$ cat config.mk
export PLATFORM = sky130hd
export DESIGN_NAME = mem_port_arbiter
export DESIGN_NICKNAME = d
export VERILOG_FILES = /design/src/rtl/mem_port_arbiter.sv
export SDC_FILE = /design/constraint.sdc
export NUM_CORES = 1
export LEC_CHECK = 0
export ABC_AREA = 1
export CORE_AREA = 4 4 127 129
export DETAILED_ROUTE_END_ITERATION = 16
export DIE_AREA = 0 0 131 133
export PLACE_DENSITY = 0.81
export SLEW_MARGIN = 10
export SYNTH_ARGS = -nofsm -noshare
export SYNTH_HDL_FRONTEND = slang
export SYNTH_SLANG_ARGS = --single-unit
$ cat constraint.sdc
create_clock -name clk -period 1.69 [get_ports clk]
set_input_delay 0.507 -clock clk [delete_from_list [all_inputs] [get_ports clk]]
set_output_delay 0.507 -clock clk [all_outputs]
set_load 0.03 [all_outputs]
$ cat src/rtl/mem_port_arbiter.sv
// Round-robin sequencer sharing one memory between the core port (C) and a loader/DMA port (D).
// Each access is IDLE -> ISSUE (one-cycle strobe) -> WAIT (LAT cycles) -> RESP (one-cycle ready).
module mem_port_arbiter #(
  parameter int unsigned AW  = 32,
  parameter int unsigned DW  = 32,
  parameter int unsigned LAT = 2
) (
  input  logic          clk,
  input  logic          reset,
  input  logic          c_req,
  input  logic          c_we,
  input  logic [AW-1:0] c_addr,
  input  logic [DW-1:0] c_wdata,
  output logic          c_ready,
  output logic [DW-1:0] c_rdata,
  input  logic          d_req,
  input  logic          d_we,
  input  logic [AW-1:0] d_addr,
  input  logic [DW-1:0] d_wdata,
  output logic          d_ready,
  output logic [DW-1:0] d_rdata,
  output logic          m_en,
  output logic          m_we,
  output logic [AW-1:0] m_addr,
  output logic [DW-1:0] m_wdata,
  input  logic [DW-1:0] m_rdata,
  output logic          busy
);

  // Counter only has to hold LAT-1.
  localparam int unsigned CW = (LAT > 1) ? $clog2(LAT) : 1;
  localparam logic [CW-1:0] CNT_INIT = CW'(LAT - 1);

  typedef enum logic [1:0] {
    S_IDLE  = 2'd0,
    S_ISSUE = 2'd1,
    S_WAIT  = 2'd2,
    S_RESP  = 2'd3
  } state_e;

  state_e        state_q, state_d;
  logic          last_q, last_d;      // 0 = C, 1 = D
  logic          win_q, win_d;        // port owning the access in flight
  logic          we_q, we_d;
  logic [AW-1:0] addr_q, addr_d;
  logic [DW-1:0] wdata_q, wdata_d;
  logic [DW-1:0] rdata_q, rdata_d;
  logic [CW-1:0] cnt_q, cnt_d;
  logic          m_en_q, m_en_d;
  logic          m_we_q, m_we_d;
  logic          c_ready_q, c_ready_d;
  logic          d_ready_q, d_ready_d;
  logic          busy_q, busy_d;
  logic          grant;

  // Next-state, arbitration, request latching and registered-output decode.
  always_comb begin
    state_d   = state_q;
    last_d    = last_q;
    win_d     = win_q;
    we_d      = we_q;
    addr_d    = addr_q;
    wdata_d   = wdata_q;
    rdata_d   = rdata_q;
    cnt_d     = cnt_q;
    m_en_d    = 1'b0;
    m_we_d    = 1'b0;
    c_ready_d = 1'b0;
    d_ready_d = 1'b0;
    busy_d    = 1'b0;
    // Tie goes to the port that was not served last; otherwise the sole requester.
    grant     = (c_req && d_req) ? ~last_q : d_req;

    case (state_q)
      S_IDLE: begin
        if (c_req || d_req) begin
          win_d   = grant;
          last_d  = grant;
          we_d    = grant ? d_we    : c_we;
          addr_d  = grant ? d_addr  : c_addr;
          wdata_d = grant ? d_wdata : c_wdata;
          state_d = S_ISSUE;
        end
      end
      S_ISSUE: begin
        cnt_d   = CNT_INIT;
        state_d = S_WAIT;
      end
      S_WAIT: begin
        if (cnt_q != '0) begin
          cnt_d = cnt_q - CW'(1);
        end else begin
          if (!we_q) rdata_d = m_rdata;
          state_d = S_RESP;
        end
      end
      S_RESP: begin
        state_d = S_IDLE;
      end
      default: begin
        state_d = S_IDLE;
      end
    endcase

    m_en_d    = (state_d == S_ISSUE);
    m_we_d    = (state_d == S_ISSUE) && we_d;
    c_ready_d = (state_d == S_RESP) && !win_d;
    d_ready_d = (state_d == S_RESP) && win_d;
    busy_d    = (state_d != S_IDLE);
  end

  // State and output registers; reset abandons any access in flight.
  always_ff @(posedge clk) begin
    if (reset) begin
      state_q   <= S_IDLE;
      last_q    <= 1'b1;
      win_q     <= 1'b0;
      we_q      <= 1'b0;
      addr_q    <= '0;
      wdata_q   <= '0;
      rdata_q   <= '0;
      cnt_q     <= '0;
      m_en_q    <= 1'b0;
      m_we_q    <= 1'b0;
      c_ready_q <= 1'b0;
      d_ready_q <= 1'b0;
      busy_q    <= 1'b0;
    end else begin
      state_q   <= state_d;
      last_q    <= last_d;
      win_q     <= win_d;
      we_q      <= we_d;
      addr_q    <= addr_d;
      wdata_q   <= wdata_d;
      rdata_q   <= rdata_d;
      cnt_q     <= cnt_d;
      m_en_q    <= m_en_d;
      m_we_q    <= m_we_d;
      c_ready_q <= c_ready_d;
      d_ready_q <= d_ready_d;
      busy_q    <= busy_d;
    end
  end

  assign m_en    = m_en_q;
  assign m_we    = m_we_q;
  assign m_addr  = addr_q;
  assign m_wdata = wdata_q;
  assign c_ready = c_ready_q;
  assign d_ready = d_ready_q;
  assign c_rdata = rdata_q;
  assign d_rdata = rdata_q;
  assign busy    = busy_q;

endmodule

==> metrics.txt <==
r2r worst-path depth 8; Mapped Area 5020 um2; crit start category flop; Inserted Diodes 0; class of the worst hold path flop to flop; Finish-stage setup viols 0; CTS Buffer Depth 2; vias in the first global route 5075; Buf/Inv on CP 1; drt wl/cell 14.1 um; Multi-input gate area 2020 um2; Root Driver clkbuf_16; CTS tree built; status finished, final reports clean; syn avg cell area 7.07 um2; # fillers 1443; most common cell after layout, fill and taps aside nand2_1; IO Count between 200 and 300; Reg area 2140 um2; initial antenna violation count 0; Final Critical Period 1660 ps; first-pass GRT wire length 25.0 mm; I/O Buffers 298; area grow syn2layout 64.0%; Rows 45; die height 133 um; flops & latches, synth 107; Overflow after GRT 0; FF-to-FF setup slack 210 ps; Slew Limit Headroom 0.768; Crit-path slowest cell dlygate4sd2_1; GPL Wtd Cong 0.833; post-route ant nets 0; Achievable Freq 604 MHz; crit path capture type output port; largest net degree at the start of global routing 53; most frequent cells in the layout 204 x nand2_1, 164 x clkdlybuf4s50_1, 123 x dlygate4sd2_1, 107 x dfxtp_1, 77 x o21ai_0; Layout Nets 1143; Power Total between 10 and 15 mW; Pre-antenna DRT Iters 4; die area about 17000 um2; CP cell instances dlygate4sd2_1; Worst EP arrival about 1200 ps; cell family with most CP delay buffers and inverters; Crit path required time 1180 ps; routed via count approximately 5300; Hold EP c_rdata[20]; DRT iter0 DRCs 221; reg2reg start state_q[1]; CP max FO 2; WS Path Type flop to output port; Post-Syn Instances just over 700; Final Util 0.548; drc violations 0; # clock sinks 107; vias per std cell roughly 4.5; Core ar. 15000 um2; Tcrit/Tclk final 0.980; Die X-Extent 131 um; largest stage delay on the critical path approximately 430 ps; cts hold-fix bufs 0; GRT Util Overall 0.180; HPWL Detailed 12.4 mm; sequential area share after synthesis 0.426; Starting Density 0.334; Final Hold Viols 0; design area 8240 um2; Yosys warnings 0; net count after synthesis 880; CTS Buf Count 9; Cell Pwr Density 1640 nW/um2; WHS Path Cells 2; Placed Instance Area between 8000 and 9000 um2; worst skew pair latency approximately 340 ps; ratio of cells with drive above 1 in the final layout 0.0756; final WL 16.5 mm; max cap viols 0; VDD IR max 0.000715 V; Final Max Slew Viols 0; Pleak 4.21 nW; CTS clk-pin slew, worst paths 70 ps; Worst Max-Slew Pin Slew 345 ps; Worst Skew 8.80 ps; min-delay src c_rdata[20]; synth unique cells 20; RR Endpoint m_addr[11]; H-tree depth 3; RSZ-0062 raised after global routing true
## stage by stage
| stage | TNS [ps] | setup WS [ps] | hold slack, ps | cells |
|---|---|---|---|---|
| finish | 0 | 33.8 | 494 | 1167 |
| detailed placement | -14060 | -284 | 492 | 1149 |
| floorplan | 0 | 386 | 442 | 711 |
| global route | -13.2 | -7.53 | 526 | 1167 |
| CTS | 0 | 9.53 | 498 | 1165 |
| global placement | -11740 | -225 | 484 | 1149 |
## cells by family (layout without fill, tap and decap cells)
kind of cell / after synthesis / count (layout) / synth area share
fa+ha+maj: 3 / 3 / 0.00747
flops: 107 / 107 / 0.426
compound gates: 163 / 163 / 0.177
buf+inv: 152 / 420 / 0.171
simple gates: 286 / 286 / 0.218
## where the power goes
part	switching, mW	internal, mW	leakage, nW
clock network	1.00	1.06	0.137
logic	4.69	2.82	3.19
registers	0.476	3.44	0.883
total	6.17	7.32	4.21
## how the worst max path moves through the flow
stage,slack [ps],from,depth (start not counted),endpoint
6_report,30,m_addr[27],1,m_addr[27]
5_1_grt,-8,c_rdata[30],1,c_rdata[30]
4_1_cts,10,m_addr[27],1,m_addr[27]
3_5_place_dp,-280,d_req,7,m_addr[27]
3_3_place_gp,-230,c_req,8,m_we
2_1_floorplan,390,state_q[0],8,m_addr[10]
## final cells by class
type | instances | area share
multi-input combinational | 452 | 0.246
timing repair buffer | 328 | 0.396
sequential | 107 | 0.260
inverter | 76 | 0.0346
tap | 188 | 0.0286
clock inverter | 6 | 0.00592
clock buffer | 10 | 0.0290
## routing by layer
| metal | vias to the layer above | global-route usage | part of all wire |
|---|---|---|---|
| li1 | 2700 | - | - |
| met1 | 2368 | 0.202 | 0.39 |
| met2 | 220 | 0.311 | 0.49 |
| met3 | 15 | 0.0678 | 0.11 |
| met4 | 0 | 0.0554 | 0.017 |
| met5 | - | 0 | 0 |
## sequential cells by signal, indices dropped and copies added (netlist names)
register	flops
c_ready	1
m_we	1
win_q	1
m_addr	32
c_rdata	32
last_q	1
we_q	1
d_ready	1
m_wdata	32
m_en	1
state_q	2
cnt_q	1
busy	1
## timing repair
action	in CTS	in global routing
cloned	0	1
resized for setup	129	7
setup endpoints to repair	129	10
buffers inserted	0	1
pin swaps	0	1
## cell usage after synthesis, drive strengths merged
| library cell | number | area share |
|---|---|---|
| nand2 | 205 | 0.15 |
| dfxtp | 107 | 0.43 |
| o21ai | 97 | 0.097 |
| inv | 76 | 0.057 |
| nor2 | 74 | 0.057 |
| a21oi | 65 | 0.079 |
| buf | 64 | 0.11 |
| clkbuf | 12 | 0.0090 |
| nand3 | 6 | 0.0060 |
| ha | 3 | 0.0075 |
| a211oi | 1 | 0.0015 |
| nand4 | 1 | 0.0012 |
Note: power is estimated with default switching activity, not from simulation.
